<file path="src/rtl/instruction_loader_if.sv">
// ---------------------------------------------------------------------------
// instruction_loader_if
//   Groups the UART-side input bytes, the pipeline handshake (program end) and
//   the instruction-memory write port of the instruction loader.
//
//   master : the loader's view (consumes rx bytes / prog_end, drives the rest)
//   slave  : the environment's view (uart_rx + pipeline side)
//
//   i_rx_data          received UART byte
//   i_rx_valid         one-cycle pulse, i_rx_data valid
//   i_prog_end         pulse from pipeline, HALT_WORD retired in WB
//   o_we_IF            one-cycle instruction-memory write strobe
//   o_instruction_data assembled word, valid while o_we_IF=1
//   o_halt             1 = pipeline frozen
//   o_word_count       words written in the current load
//   o_state            IDLE=0, LOAD=1, RUN=2, STEP=3, DONE=4
//   o_load_error       sticky overflow flag
// ---------------------------------------------------------------------------
interface instruction_loader_if #(
  parameter int NB_DATA = 32,
  parameter int NB_BYTE = 8,
  parameter int NB_ADDR = 8
);
  logic [NB_BYTE-1:0] i_rx_data;
  logic               i_rx_valid;
  logic               i_prog_end;
  logic               o_we_IF;
  logic [NB_DATA-1:0] o_instruction_data;
  logic               o_halt;
  logic [NB_ADDR-1:0] o_word_count;
  logic [2:0]         o_state;
  logic               o_load_error;

  modport master (
    input  i_rx_data, i_rx_valid, i_prog_end,
    output o_we_IF, o_instruction_data, o_halt, o_word_count, o_state,
           o_load_error
  );

  modport slave (
    output i_rx_data, i_rx_valid, i_prog_end,
    input  o_we_IF, o_instruction_data, o_halt, o_word_count, o_state,
           o_load_error
  );
endinterface

</file>
<file path="src/rtl/instruction_loader.sv">
// ---------------------------------------------------------------------------
// instruction_loader
//   Sits between uart_rx and the 5-stage MIPS pipeline. In LOAD it assembles
//   little-endian instruction words from UART bytes and writes them into
//   instruction memory; outside LOAD it decodes single-byte commands and
//   drives the pipeline freeze (o_halt) for continuous-run and single-step.
//
//   clk      system clock
//   i_rst_n  asynchronous active-low reset
//   bus      instruction_loader_if.master (rx bytes, prog_end, memory write
//            port, halt, status)
// ---------------------------------------------------------------------------
module instruction_loader #(
  parameter int                NB_DATA   = 32,
  parameter int                NB_BYTE   = 8,
  parameter int                NB_ADDR   = 8,
  parameter int                MEM_WORDS = 256,
  parameter logic [NB_DATA-1:0] HALT_WORD = 32'hFFFFFFFF
) (
  input  logic                  clk,
  input  logic                  i_rst_n,
  instruction_loader_if.master  bus
);

  localparam int BYTES = NB_DATA / NB_BYTE;
  localparam int IDX_W = (BYTES > 1) ? $clog2(BYTES) : 1;
  // One extra bit so the counter can actually hold MEM_WORDS when
  // MEM_WORDS == 2**NB_ADDR.
  localparam int NB_CNT = NB_ADDR + 1;

  localparam logic [NB_BYTE-1:0] CMD_LOAD  = NB_BYTE'(8'h4C);
  localparam logic [NB_BYTE-1:0] CMD_RUN   = NB_BYTE'(8'h43);
  localparam logic [NB_BYTE-1:0] CMD_STEP  = NB_BYTE'(8'h53);
  localparam logic [NB_BYTE-1:0] CMD_NEXT  = NB_BYTE'(8'h4E);
  localparam logic [NB_BYTE-1:0] CMD_ABORT = NB_BYTE'(8'h52);

  localparam logic [IDX_W-1:0]  LAST_IDX   = IDX_W'(BYTES - 1);
  localparam logic [NB_CNT-1:0] CNT_FULL   = NB_CNT'(MEM_WORDS);
  localparam logic [NB_CNT-1:0] CNT_OUTMAX = NB_CNT'({NB_ADDR{1'b1}});

  typedef enum logic [2:0] {
    IDLE = 3'd0,
    LOAD = 3'd1,
    RUN  = 3'd2,
    STEP = 3'd3,
    DONE = 3'd4
  } state_t;

  state_t             state_reg;
  logic [IDX_W-1:0]   byte_idx_reg;
  logic [NB_DATA-1:0] partial_reg;
  logic [NB_DATA-1:0] data_reg;
  logic [NB_CNT-1:0]  count_reg;
  logic               we_reg;
  logic               halt_reg;
  logic               error_reg;

  logic               rx_load;
  logic               byte_store;
  logic [NB_DATA-1:0] assembled_word;

  assign rx_load    = bus.i_rx_valid && (state_reg == LOAD);
  assign byte_store = rx_load && (byte_idx_reg != LAST_IDX);

  // Lower bytes are buffered; the top byte is taken straight from the bus so
  // the word can be written on the very next edge after the last byte.
  always_comb begin
    assembled_word = partial_reg;
    assembled_word[NB_DATA-NB_BYTE +: NB_BYTE] = bus.i_rx_data;
  end

  // Per-byte lanes of the partial word buffer.
  for (genvar gi = 0; gi < BYTES - 1; gi++) begin : g_byte_lane
    always_ff @(posedge clk or negedge i_rst_n) begin
      if (!i_rst_n) begin
        partial_reg[gi*NB_BYTE +: NB_BYTE] <= '0;
      end else if (byte_store && (byte_idx_reg == IDX_W'(gi))) begin
        partial_reg[gi*NB_BYTE +: NB_BYTE] <= bus.i_rx_data;
      end
    end
  end
  // The top lane is never buffered.
  assign partial_reg[NB_DATA-1 -: NB_BYTE] = '0;

  always_ff @(posedge clk or negedge i_rst_n) begin
    if (!i_rst_n) begin
      state_reg    <= IDLE;
      byte_idx_reg <= '0;
      data_reg     <= '0;
      count_reg    <= '0;
      we_reg       <= 1'b0;
      halt_reg     <= 1'b1;
      error_reg    <= 1'b0;
    end else begin
      we_reg <= 1'b0;
      case (state_reg)
        IDLE: begin
          halt_reg <= 1'b1;
          if (bus.i_rx_valid) begin
            if (bus.i_rx_data == CMD_LOAD) begin
              state_reg    <= LOAD;
              count_reg    <= '0;
              byte_idx_reg <= '0;
              error_reg    <= 1'b0;
            end else if (bus.i_rx_data == CMD_RUN && count_reg != '0) begin
              state_reg <= RUN;
              halt_reg  <= 1'b0;
            end else if (bus.i_rx_data == CMD_STEP && count_reg != '0) begin
              state_reg <= STEP;
            end
          end
        end

        LOAD: begin
          halt_reg <= 1'b1;
          if (rx_load) begin
            if (byte_idx_reg == LAST_IDX) begin
              byte_idx_reg <= '0;
              if (count_reg == CNT_FULL) begin
                // Memory already full: drop the word and abandon the load.
                error_reg <= 1'b1;
                state_reg <= IDLE;
              end else begin
                we_reg    <= 1'b1;
                data_reg  <= assembled_word;
                count_reg <= count_reg + 1'b1;
                if (assembled_word == HALT_WORD) begin
                  state_reg <= IDLE;
                end
              end
            end else begin
              byte_idx_reg <= byte_idx_reg + 1'b1;
            end
          end
        end

        RUN: begin
          if (bus.i_prog_end) begin
            state_reg <= DONE;
            halt_reg  <= 1'b1;
          end else if (bus.i_rx_valid && bus.i_rx_data == CMD_ABORT) begin
            state_reg <= IDLE;
            halt_reg  <= 1'b1;
          end else begin
            halt_reg <= 1'b0;
          end
        end

        STEP: begin
          // Frozen by default; a 'N' releases the pipeline for one cycle.
          // prog_end takes priority so a coincident 'N' gives no pulse.
          halt_reg <= 1'b1;
          if (bus.i_prog_end) begin
            state_reg <= DONE;
          end else if (bus.i_rx_valid && bus.i_rx_data == CMD_ABORT) begin
            state_reg <= IDLE;
          end else if (bus.i_rx_valid && bus.i_rx_data == CMD_NEXT) begin
            halt_reg <= 1'b0;
          end
        end

        DONE: begin
          halt_reg <= 1'b1;
          if (bus.i_rx_valid) begin
            if (bus.i_rx_data == CMD_LOAD) begin
              state_reg    <= LOAD;
              count_reg    <= '0;
              byte_idx_reg <= '0;
              error_reg    <= 1'b0;
            end else if (bus.i_rx_data == CMD_ABORT) begin
              state_reg <= IDLE;
            end
          end
        end

        default: begin
          state_reg <= IDLE;
          halt_reg  <= 1'b1;
        end
      endcase
    end
  end

  assign bus.o_we_IF            = we_reg;
  assign bus.o_instruction_data = data_reg;
  assign bus.o_halt             = halt_reg;
  assign bus.o_state            = state_reg;
  assign bus.o_load_error       = error_reg;
  // Clamp only matters when MEM_WORDS does not fit in NB_ADDR bits.
  assign bus.o_word_count = (count_reg > CNT_OUTMAX) ? {NB_ADDR{1'b1}}
                                                     : count_reg[NB_ADDR-1:0];

endmodule
</file>
<file path="src/flat_wrapper.sv">
// flat-port wrapper written by rule: the top's interface ports become plain ports
module instruction_loader_flat 
#(
  parameter int                NB_DATA   = 32,
  parameter int                NB_BYTE   = 8,
  parameter int                NB_ADDR   = 8,
  parameter int                MEM_WORDS = 256,
  parameter logic [NB_DATA-1:0] HALT_WORD = 32'hFFFFFFFF
)
  (clk, i_rst_n, bus_i_rx_data, bus_i_rx_valid, bus_i_prog_end, bus_o_we_IF, bus_o_instruction_data, bus_o_halt, bus_o_word_count, bus_o_state, bus_o_load_error);
  instruction_loader_if #(.NB_DATA(NB_DATA), .NB_BYTE(NB_BYTE), .NB_ADDR(NB_ADDR)) bus_i ();
  input  logic clk;
  input  logic i_rst_n;
  input wire logic [$bits(bus_i.i_rx_data)-1:0] bus_i_rx_data;
  input wire logic [$bits(bus_i.i_rx_valid)-1:0] bus_i_rx_valid;
  input wire logic [$bits(bus_i.i_prog_end)-1:0] bus_i_prog_end;
  output wire logic [$bits(bus_i.o_we_IF)-1:0] bus_o_we_IF;
  output wire logic [$bits(bus_i.o_instruction_data)-1:0] bus_o_instruction_data;
  output wire logic [$bits(bus_i.o_halt)-1:0] bus_o_halt;
  output wire logic [$bits(bus_i.o_word_count)-1:0] bus_o_word_count;
  output wire logic [$bits(bus_i.o_state)-1:0] bus_o_state;
  output wire logic [$bits(bus_i.o_load_error)-1:0] bus_o_load_error;
  assign bus_i.i_rx_data = bus_i_rx_data;
  assign bus_i.i_rx_valid = bus_i_rx_valid;
  assign bus_i.i_prog_end = bus_i_prog_end;
  assign bus_o_we_IF = bus_i.o_we_IF;
  assign bus_o_instruction_data = bus_i.o_instruction_data;
  assign bus_o_halt = bus_i.o_halt;
  assign bus_o_word_count = bus_i.o_word_count;
  assign bus_o_state = bus_i.o_state;
  assign bus_o_load_error = bus_i.o_load_error;
  instruction_loader #(.NB_DATA(NB_DATA), .NB_BYTE(NB_BYTE), .NB_ADDR(NB_ADDR), .MEM_WORDS(MEM_WORDS), .HALT_WORD(HALT_WORD)) u_core (.clk(clk), .i_rst_n(i_rst_n), .bus(bus_i));
endmodule
</file>
<file path="config.mk">
export PLATFORM = sky130hd
export DESIGN_NAME = instruction_loader_flat
export DESIGN_NICKNAME = d
export VERILOG_FILES = /design/src/rtl/instruction_loader_if.sv /design/src/rtl/instruction_loader.sv /design/src/flat_wrapper.sv
export SDC_FILE = /design/constraint.sdc
export NUM_CORES = 1
export LEC_CHECK = 0
export ABC_AREA = 1
export CORE_MARGIN = 3
export CORE_UTILIZATION = 54
export CTS_BUF_LIST = sky130_fd_sc_hd__clkbuf_16
export DETAILED_ROUTE_END_ITERATION = 7
export PLACE_DENSITY = 0.88
export SLEW_MARGIN = 20
export SYNTH_ARGS = -nofsm -noshare
export SYNTH_HDL_FRONTEND = slang
export SYNTH_SLANG_ARGS = --single-unit
</file>
<file path="constraint.sdc">
create_clock -name clk -period 2.8 [get_ports clk]
set_input_delay 0.56 -clock clk [delete_from_list [all_inputs] [get_ports clk]]
set_output_delay 0.56 -clock clk [all_outputs]
set_load 0.05 [all_outputs]
</file>
==> results.ini <==
[clocking]
cts_max_level=3
cts_tree=built
clock-sinks=73
root_buffer=clkbuf_16
path_clk_slew_ps=60
cts_buffers=9
clock_path_buffers=2
clk_latency_ps=330

[floorplan]
die-area_sq_um=7420
coreArea_sq_um=6060
start_util_pct=57.2
die_x_um=86.1
rows=28
num_io_pins=58
die_h_um=86.1

[detailed_routing]
first_pass_iters=5
wl_per_cell_um=14.5
routed_via_density=5.40
drt_wl_total_mm=8.33
vias=3113
ant_nets=0
drtIter0Drc=262
drc=0

[global_route]
grt_pass1_wl_mm=14.5
grt_pass1_vias=3198
antenna_found_initial=0
grt_usage_pct=24.8
grt_max_degree=74
gr-total-overflow=0

[synthesis]
synthCells=435
synth.distinct_cells=24
syn_area_per_cell_sq_um=7.97
yosysSeqAreaShare_pct=52.7
ys_top_cells_by_count=nand2_1 (189), dfrtp_1 (72), o21ai_0 (39)
synth_edf_count=0
synth_top_cell_by_area=dfrtp_1
synth_top_area_share_pct=51.9
synth-seq-cells=73
synthTopCellsByArea=dfrtp_1 (52%), nand2_1 (20%), o21ai_0 (5.6%), nor2_1 (3.9%), inv_1 (3.0%)
syn_area_sq_um=3470
yosysMostFrequentCell=nand2_1
yosys_warnings=0
synth_fp_nets=454
ys.flop_type=dfrtp_1
synthArstFlopShare_pct=100

[sta]
period_share_pct=94.0
worst_pin_slew_ps=555
hold_viol=0
rsz0062_at_grt=true
finalSetupViolCount=0
finalMaxSlewViolations=0
fin_crit_ps=2630
setup_tns_ps=0
whs_ps=248
skew_ps=5.70
slew_headroom_pct=62.9
clock.fmax_mhz=380

[critical_path]
worst-r2r-cell-count=6
arrival_ps=2070
worst_ep_required_time_ps=2240
rr_endpoint=u_core.assembled_word[9]
r2r_slack_ps=740
startpoint_type=flop
end_kind=output pin
r2r-start=u_core.bus.o_state[2]
crit_type=reg -> out
crit_fanout=8

[placement]
dp.final_hpwl_mm=5.75
io_buffers=57
place_congestion=0.875

[final_layout]
largest_reg_flops=32
diodes=0
drive_gt1_share_pct=8.98
syn_to_final_growth_pct=28.6
design.final.nets=515
fill_cells=427

[power_and_ir_drop]
vdd_drop_max_v=0.00115
pwr_density_cell_nw_per_um2=1310
power_leakage_nw=2.26

[run]
maxCapViolCount=0

[worst_hold_path]
hp-class=in -> async

[outcome]
status=finished, final reports clean

## power breakdown
group / switching [mW] / total [mW] / internal [mW]
logic: 1.93 / 2.93 / 1.01
registers: 0.315 / 1.78 / 1.46
clock network: 0.446 / 1.13 / 0.688
## cell usage in the layout (no fill, tap or decap), types with 3 or more instances in the layout
cell	count
dfrtp_1	72
buf_12	9
nand4_1	5
inv_2	6
nand2_1	189
inv_1	28
clkdlybuf4s50_1	48
o21ai_0	39
nor3_1	3
xor2_1	5
nand3_1	19
ha_1	7
nand2_2	4
clkbuf_16	9
nor2_1	36
## through the flow
stage	power, mW	worst slack (ps)	util (%)	cell area (sq um)	instances
6_report	5.84	168	73.6	4460	576
5_1_grt	6.18	-4.86	73.6	4460	576
4_1_cts	5.86	109	73.5	4450	576
3_5_place_dp	4.69	328	68.6	4160	560
3_3_place_gp	4.61	405	68.6	4160	560
2_1_floorplan	3.64	600	-	3470	435
## kinds of logic after synthesis
| logic type | share of synthesized area [%] |
|---|---|
| xor gates and xnor gates | 1.26 |
| and+or+nand+nor | 30.4 |
| DFF | 52.7 |
| adders and majority gates | 2.53 |
| buffers and inverters | 6.53 |
| AOI/OAI and AO/OA | 6.60 |
## per-layer routing
metal / share of wire, % / global-route usage, %
met1: 42 / 29.9
met2: 50 / 43.0
met3: 5.4 / 4.32
met4: 2.7 / 11.4
met5: 0 / 0
## cell type report
| type | instances | area [sq um] | share of cell area [%] |
|---|---|---|---|
| sequential | 73 | 1830 | 41.0 |
| multi-input combinational | 316 | 1420 | 31.9 |
| timing repair buffer | 60 | 681 | 15.3 |
| clock buffer | 9 | 225 | 5.05 |
| inverter | 36 | 140 | 3.14 |
| tap | 75 | 93.8 | 2.10 |
| clock inverter | 7 | 68.8 | 1.54 |
## worst max-delay path by stage
stage,depth (start not counted),to,from,slack (ps)
final,9,bus_o_word_count[7],u_core.count_reg[0],170
after detailed placement,11,u_core.bus.o_instruction_data[17],bus_i_rx_data[0],330
after global routing,9,bus_o_word_count[7],u_core.count_reg[0],-5
after global placement,11,u_core.bus.o_instruction_data[30],bus_i_rx_data[0],400
after CTS,9,bus_o_word_count[7],u_core.count_reg[0],110
after floorplan,8,bus_o_word_count[0],u_core.count_reg[0],600
## worst max-delay path: stages, from the launching register on
cell,delay (ps)
dfrtp_1,390
ha_1,210
nand2_1,60
inv_1,70
nand4_1,150
nor3_2,170
ha_1,170
o21bai_2,190
nand2_1,160
buf_12,180
## what timing repair did
| item | 4_1_cts | 5_1_grt |
|---|---|---|
| setup endpoints to repair | 8 | 8 |
| hold buffers | 0 | 0 |
| gates resized for setup | 1 | 1 |
| cloned | 0 | 0 |
| pin swaps | 0 | 0 |
| setup buffers | 0 | 0 |
(Power assumes the default switching activity.)
